$ cat src/rtl/iram_sync_fifo_pkg.sv
// Shared sizing helpers and defaults for the iram FIFO and its backing RAM.
package iram_pkg;

  localparam int DEF_WIDTH = 32;
  localparam int DEF_AW    = 6;

  function automatic int depth_of(input int aw);
    return 1 << aw;
  endfunction

  // Occupancy runs 0..DEPTH inclusive, so it needs one bit more than an address.
  function automatic int cnt_w(input int aw);
    return aw + 1;
  endfunction

endpackage

$ cat src/rtl/iram_sync_fifo_if.sv
// Handshake bundle between a producer/consumer pair and iram_sync_fifo.
interface iram_sync_fifo_if
  import iram_pkg::*;
#(
  parameter int WIDTH = DEF_WIDTH,
  parameter int AW    = DEF_AW
);

  logic                 flush;
  logic                 wr_valid;
  logic                 wr_ready;
  logic [WIDTH-1:0]     wr_data;
  logic                 rd_valid;
  logic                 rd_ready;
  logic [WIDTH-1:0]     rd_data;
  logic [cnt_w(AW)-1:0] count;
  logic                 almost_full;
  logic                 almost_empty;

  modport master (
    output flush, wr_valid, wr_data, rd_ready,
    input  wr_ready, rd_valid, rd_data, count, almost_full, almost_empty
  );

  modport slave (
    input  flush, wr_valid, wr_data, rd_ready,
    output wr_ready, rd_valid, rd_data, count, almost_full, almost_empty
  );

endinterface

$ cat src/rtl/iram_sync_fifo_ram.sv
// Simple dual-port RAM, one clock, registered read data; no reset so it maps onto block RAM.
module iram_1r1w1ck_p
  import iram_pkg::*;
#(
  parameter int WIDTH = DEF_WIDTH,
  parameter int AW    = DEF_AW
) (
  input  logic             clk,
  input  logic             ena,
  input  logic             wea,
  input  logic [AW-1:0]    addra,
  input  logic [WIDTH-1:0] dia,
  input  logic             enb,
  input  logic [AW-1:0]    addrb,
  output logic [WIDTH-1:0] dob
);

  localparam int DEPTH = depth_of(AW);

  logic [WIDTH-1:0] mem_q [0:DEPTH-1];

  // Write port A and registered read port B
  always_ff @(posedge clk) begin
    if (ena && wea) begin
      mem_q[addra] <= dia;
    end
    if (enb) begin
      dob <= mem_q[addrb];
    end
  end

endmodule

$ cat src/rtl/iram_sync_fifo.sv
// First-word-fall-through FIFO: RAM holds the backlog, the RAM read register is the output stage.
module iram_sync_fifo
  import iram_pkg::*;
#(
  parameter int WIDTH      = DEF_WIDTH,
  parameter int AW         = DEF_AW,
  parameter int AFULL_LVL  = 56,
  parameter int AEMPTY_LVL = 8
) (
  input  logic            clk,
  input  logic            reset,
  iram_sync_fifo_if.slave fifo
);

  localparam int DEPTH = depth_of(AW);
  localparam int CW    = cnt_w(AW);

  localparam logic [CW-1:0] FULL_CNT   = CW'(DEPTH);
  localparam logic [CW-1:0] AFULL_CNT  = CW'(AFULL_LVL);
  localparam logic [CW-1:0] AEMPTY_CNT = CW'(AEMPTY_LVL);
  localparam logic [CW-1:0] CNT_ONE    = CW'(1);
  localparam logic [CW-1:0] CNT_ZERO   = CW'(0);
  localparam logic [AW-1:0] PTR_ONE    = AW'(1);
  localparam logic [AW-1:0] PTR_ZERO   = AW'(0);

  logic [AW-1:0]    wptr_q, wptr_d;
  logic [AW-1:0]    rptr_q, rptr_d;
  logic [CW-1:0]    count_q, count_d;
  logic             rd_valid_q, rd_valid_d;
  logic             afull_q, afull_d;
  logic             aempty_q, aempty_d;

  logic             wr_ready_s;
  logic             push_s;
  logic             pop_s;
  logic             rd_issue_s;
  logic             clear_s;
  logic [CW-1:0]    ram_cnt_s;
  logic [WIDTH-1:0] dob_s;

  assign wr_ready_s = (count_q != FULL_CNT);
  assign clear_s    = reset | fifo.flush;

  // Next-state for pointers, occupancy, output-valid flag and watermarks
  always_comb begin
    push_s     = fifo.wr_valid & wr_ready_s;
    pop_s      = rd_valid_q & fifo.rd_ready;
    // Words still in RAM; only those written at an earlier edge are counted.
    ram_cnt_s  = count_q - {{AW{1'b0}}, rd_valid_q};
    rd_issue_s = (!rd_valid_q || pop_s) && (ram_cnt_s != CNT_ZERO);

    wptr_d     = wptr_q;
    rptr_d     = rptr_q;
    count_d    = count_q;
    rd_valid_d = rd_valid_q;

    if (fifo.flush) begin
      wptr_d     = PTR_ZERO;
      rptr_d     = PTR_ZERO;
      count_d    = CNT_ZERO;
      rd_valid_d = 1'b0;
    end else begin
      if (push_s) begin
        wptr_d = wptr_q + PTR_ONE;
      end else begin
        wptr_d = wptr_q;
      end

      if (rd_issue_s) begin
        rptr_d     = rptr_q + PTR_ONE;
        rd_valid_d = 1'b1;
      end else if (pop_s) begin
        rd_valid_d = 1'b0;
      end else begin
        rd_valid_d = rd_valid_q;
      end

      case ({push_s, pop_s})
        2'b10:   count_d = count_q + CNT_ONE;
        2'b01:   count_d = count_q - CNT_ONE;
        default: count_d = count_q;
      endcase
    end

    afull_d  = (count_d >= AFULL_CNT);
    aempty_d = (count_d <= AEMPTY_CNT);
  end

  // State registers with synchronous reset
  always_ff @(posedge clk) begin
    if (reset) begin
      wptr_q     <= PTR_ZERO;
      rptr_q     <= PTR_ZERO;
      count_q    <= CNT_ZERO;
      rd_valid_q <= 1'b0;
      afull_q    <= 1'b0;
      aempty_q   <= 1'b1;
    end else begin
      wptr_q     <= wptr_d;
      rptr_q     <= rptr_d;
      count_q    <= count_d;
      rd_valid_q <= rd_valid_d;
      afull_q    <= afull_d;
      aempty_q   <= aempty_d;
    end
  end

  iram_1r1w1ck_p #(
    .WIDTH (WIDTH),
    .AW    (AW)
  ) u_ram (
    .clk   (clk),
    .ena   (push_s & ~clear_s),
    .wea   (1'b1),
    .addra (wptr_q),
    .dia   (fifo.wr_data),
    .enb   (rd_issue_s & ~clear_s),
    .addrb (rptr_q),
    .dob   (dob_s)
  );

  // Data is masked while the output stage is empty so it reads as zero after reset.
  assign fifo.rd_data      = rd_valid_q ? dob_s : {WIDTH{1'b0}};
  assign fifo.rd_valid     = rd_valid_q;
  assign fifo.wr_ready     = wr_ready_s;
  assign fifo.count        = count_q;
  assign fifo.almost_full  = afull_q;
  assign fifo.almost_empty = aempty_q;

endmodule

$ cat src/flat_wrapper.sv
// flat-port wrapper written by rule: the top's interface ports become plain ports
module iram_sync_fifo_flat import iram_pkg::*;
#(
  parameter int WIDTH      = DEF_WIDTH,
  parameter int AW         = DEF_AW,
  parameter int AFULL_LVL  = 56,
  parameter int AEMPTY_LVL = 8
)
  (clk, reset, fifo_flush, fifo_wr_valid, fifo_wr_data, fifo_rd_ready, fifo_wr_ready, fifo_rd_valid, fifo_rd_data, fifo_count, fifo_almost_full, fifo_almost_empty);
  iram_sync_fifo_if #(.WIDTH(WIDTH), .AW(AW)) fifo_i ();
  input  logic clk;
  input  logic reset;
  input wire logic [$bits(fifo_i.flush)-1:0] fifo_flush;
  input wire logic [$bits(fifo_i.wr_valid)-1:0] fifo_wr_valid;
  input wire logic [$bits(fifo_i.wr_data)-1:0] fifo_wr_data;
  input wire logic [$bits(fifo_i.rd_ready)-1:0] fifo_rd_ready;
  output wire logic [$bits(fifo_i.wr_ready)-1:0] fifo_wr_ready;
  output wire logic [$bits(fifo_i.rd_valid)-1:0] fifo_rd_valid;
  output wire logic [$bits(fifo_i.rd_data)-1:0] fifo_rd_data;
  output wire logic [$bits(fifo_i.count)-1:0] fifo_count;
  output wire logic [$bits(fifo_i.almost_full)-1:0] fifo_almost_full;
  output wire logic [$bits(fifo_i.almost_empty)-1:0] fifo_almost_empty;
  assign fifo_i.flush = fifo_flush;
  assign fifo_i.wr_valid = fifo_wr_valid;
  assign fifo_i.wr_data = fifo_wr_data;
  assign fifo_i.rd_ready = fifo_rd_ready;
  assign fifo_wr_ready = fifo_i.wr_ready;
  assign fifo_rd_valid = fifo_i.rd_valid;
  assign fifo_rd_data = fifo_i.rd_data;
  assign fifo_count = fifo_i.count;
  assign fifo_almost_full = fifo_i.almost_full;
  assign fifo_almost_empty = fifo_i.almost_empty;
  iram_sync_fifo #(.WIDTH(WIDTH), .AW(AW), .AFULL_LVL(AFULL_LVL), .AEMPTY_LVL(AEMPTY_LVL)) u_core (.clk(clk), .reset(reset), .fifo(fifo_i));
endmodule
$ cat config.mk
export PLATFORM = sky130hd
export DESIGN_NAME = iram_sync_fifo_flat
export DESIGN_NICKNAME = d
export VERILOG_FILES = /design/src/rtl/iram_sync_fifo_pkg.sv /design/src/rtl/iram_sync_fifo_if.sv /design/src/rtl/iram_sync_fifo_ram.sv /design/src/rtl/iram_sync_fifo.sv /design/src/flat_wrapper.sv
export SDC_FILE = /design/constraint.sdc
export NUM_CORES = 2
export LEC_CHECK = 0
export CAP_MARGIN = 10
export CORE_ASPECT_RATIO = 0.7
export CORE_MARGIN = 3
export CORE_UTILIZATION = 25
export CTS_CLUSTER_SIZE = 25
export DETAILED_ROUTE_END_ITERATION = 10
export PLACE_DENSITY = 0.41
export SLEW_MARGIN = 20
export SYNTH_ARGS = -nofsm -noshare
export SYNTH_HDL_FRONTEND = slang
export SYNTH_SLANG_ARGS = --single-unit
$ cat constraint.sdc
create_clock -name clk -period 3.8 [get_ports clk]
set_input_delay 0.57 -clock clk [delete_from_list [all_inputs] [get_ports clk]]
set_output_delay 0.57 -clock clk [all_outputs]
set_load 0.05 [all_outputs]
==> out/results.txt <==
status - finished, final reports clean
grt total ovfl - 0
total power draw - 47.8 mW
Peak VDD IR - 0.000352 V
Worst Max-Slew Pin Slew - 1.06 ns
critical path launch point type - register
initial antenna violation count - 20
vias per cell - 4.62
endpoints failing setup - 0
Final Cell Area - 0.0955 mm2
DIE AREA - 0.331 mm2
most numerous cell on the critical path - ha_1
cell count after synthesis - 3654
Avg WL per Cell - 28.2 um
final weighted congestion in routability-driven placement - 0.750
cts repair resizes - 0
CP arrival - 4.19 ns
worst-path cell chain - nor4_1 > nand3_1 > and2_1 > inv_1 > ha_1 > ha_1 > or3b_2 > o311ai_0 > mux2_2 > a2111oi_0
PwrDens - 500 mW/mm2
synth unique cells - 59
most common cell in the netlist - edfxtp_1
Root Buffer - clkbuf_16
worst hold slack - 0.232 ns
Core Util, Final - 29.7%
Post-CTS Hold Fix Bufs - 0
number of synthesized register bits - 2102
H-tree lvl count - 4
hold depth - 1
Die Wd - 686 um
total CTS buffers - 205
reg-to-reg startpoint - u_core.fifo.count[5]
Req. time, crit path - 4.52 ns
critical path type - reg -> reg
Synth Area per Inst - 22.1 um2
DRT antenna net count - 0
max-slew violation count - 0
EDFF count, synth - 2080
Placeable Area - 0.322 mm2
hold wc startpoint - fifo_wr_data[24]
I/O Pins - 80
hold endpoint - u_core.u_ram.mem_q[14][24]
Synth top area share - 77.2%
crit-path leading delay family - simple AND/OR/NAND/NOR gates
RR Endpoint - u_core.fifo.almost_empty
Netlist Area Pre-Place - 0.0809 mm2
slowest cell delay on critical path - 0.45 ns
CTS Sinks - 2102
Initial Util - 25.2%
count of final hold-check violations - 0
leak pwr - 28.3 nW
sequential share of the synthesized area - 77.8%
Cell Rows - 174
drt pass-1 iters - 5
Non-Filler Instances - 8470
Layout fillers - 31200
Hold Crit Class - in -> reg
CTS tree - done
PortBufs - 79
Final Skew - 0.0350 ns
Tmin final - 3.46 ns
post-CTS setup buffer count - 0
grt met3 use - 2.13%
met2 usage - 20.6%
dominant synthesized flop cell - edfxtp_1
Peak Freq - 289 MHz
met1 Use GR - 22.7%
YS warnings - 0
Post-Syn Nets - 3701
worst reg-to-reg path cell count - 10
vias in the first global route - 40100
Final period util - 91.1%
layout cells sized above 1 - 28.4%
Most Crowded Layer GR - met1
starting DRC count in detailed routing - 3703
clk buf depth - 4
Crit. End Element - register
Routed WL - 239000 um
DP HPWL - 143000 um
placed inst area - 0.0892 mm2
dominant cell type by area after synthesis - edfxtp_1
detailed-route DRC error count - 0
maxcap violations - 0
fraction of registers with async set/reset - 0%
DIE HEIGHT - 482 um
unrepaired setup endpoints after global routing - no
top cells by area, synth - edfxtp_1 (77%), mux4_2 (13%), mux2i_1 (2.2%)
R2R setup slack - 0.34 ns
Crit-path slowest cell - or3b_2
Area growth, synth to finish - 18.1%
first-pass GRT wire length - 334000 um
setup slack at placement - 0.0743 ns
dpl cells - 8103
Final WS setup - 0.337 ns
synth cell count leaders - edfxtp_1 (2080), mux4_2 (483), mux2i_1 (178)
Total Nets Final - 4045
CP max FO - 6
setup TNS - 0 ns
clk_lat worst skew - 0.85 ns
GRT Resource Usage Total - 14.3%
DR vias - 39100
Slew Limit Headroom - 29.7%
Bufs and invs on worst path - 1
pin count of the biggest net entering global routing - 65
Worst-path clk slew - 0.07 ns
[routing by layer]
metal,vias to the layer above,share of wire (%)
met3,249,5.0
met2,1014,43
met1,21700,51
li1,16100,-
met4,4,1.4
met5,-,0.011
[worst max-delay path by stage]
stage	startpoint	endpoint	slack [ns]	cells after the start
after CTS	u_core.fifo.rd_valid	fifo_rd_data[0]	0.22	3
after global placement	fifo_wr_valid	u_core.fifo.almost_empty	0.03	9
after global routing	u_core.fifo.count[5]	u_core.fifo.almost_full	0.06	12
after floorplan	u_core.fifo.count[1]	u_core.u_ram.mem_q[58][0]	-0.39	8
final	u_core.fifo.count[5]	u_core.fifo.almost_empty	0.34	10
after detailed placement	fifo_wr_valid	u_core.fifo.almost_empty	0.07	9
[cell families after synthesis]
logic type | after synthesis | synth area share, %
DFF | 2102 | 77.8
and+or+nand+nor | 317 | 1.82
adders and majority gates | 10 | 0.164
AOI/OAI and AO/OA | 296 | 2.48
buffers and inverters | 221 | 1.52
muxes | 696 | 16.1
xor gates and xnor gates | 12 | 0.130
[layout by cell type, fill, tap and decap left out, types with 9 or more instances in the layout]
| cell | netlist | routed |
|---|---|---|
| mux2_2 | 35 | 35 |
| nand3_1 | 10 | 10 |
| dfxtp_1 | 22 | 15 |
| buf_12 | 0 | 74 |
| clkbuf_1 | 64 | 46 |
| clkbuf_16 | 0 | 209 |
| a211o_1 | 9 | 9 |
| and2_1 | 36 | 35 |
| buf_4 | 48 | 210 |
| buf_2 | 65 | 19 |
| nand2_1 | 91 | 90 |
| nor3_1 | 9 | 9 |
| bufinv_16 | 0 | 14 |
| mux4_2 | 483 | 483 |
| mux2i_1 | 178 | 178 |
| o32ai_1 | 9 | 9 |
| clkdlybuf4s50_1 | 0 | 47 |
| a2111oi_0 | 14 | 13 |
| o21ai_0 | 44 | 44 |
| a221oi_1 | 17 | 17 |
| nor2_1 | 121 | 57 |
| a21oi_1 | 56 | 56 |
| nor2_4 | 0 | 64 |
| clkinv_2 | 0 | 38 |
| o221ai_1 | 41 | 41 |
| edfxtp_1 | 2080 | 2080 |
| ha_1 | 9 | 9 |
| clkinv_1 | 0 | 46 |
| o21ai_1 | 20 | 20 |
| o22ai_1 | 44 | 44 |
[state kept, by name, indices dropped and copies added (netlist names)]
| signal | flops |
|---|---|
| u_core.u_ram.mem_q | 2048 |
| u_core.u_ram.dob | 32 |
| u_core.fifo.count | 7 |
| u_core.rptr_q | 6 |
| u_core.wptr_q | 6 |
| u_core.fifo.almost_empty | 1 |
| u_core.fifo.almost_full | 1 |
| u_core.fifo.rd_valid | 1 |
[power by group]
part	leakage (nW)	internal, mW	switching [mW]	total, mW
combinational	6.34	1.08	1.41	2.49
clock	3.07	11.0	8.77	19.8
sequential	18.9	25.5	0.0534	25.6
total	28.3	37.6	10.2	47.8
[area by class of cell]
type                       instances  area (um2)  area share (%)
timing repair buffer             350        3620            3.79
inverter                           8        37.5          0.0393
tap                             4312        5400            5.65
sequential                      2102       62900            65.9
antenna                            3        7.51         0.00786
clock inverter                   109         878           0.919
multi-input combinational       1331       17300            18.1
clock buffer                     255        5400            5.65
Power figures use the tool's default switching activity.
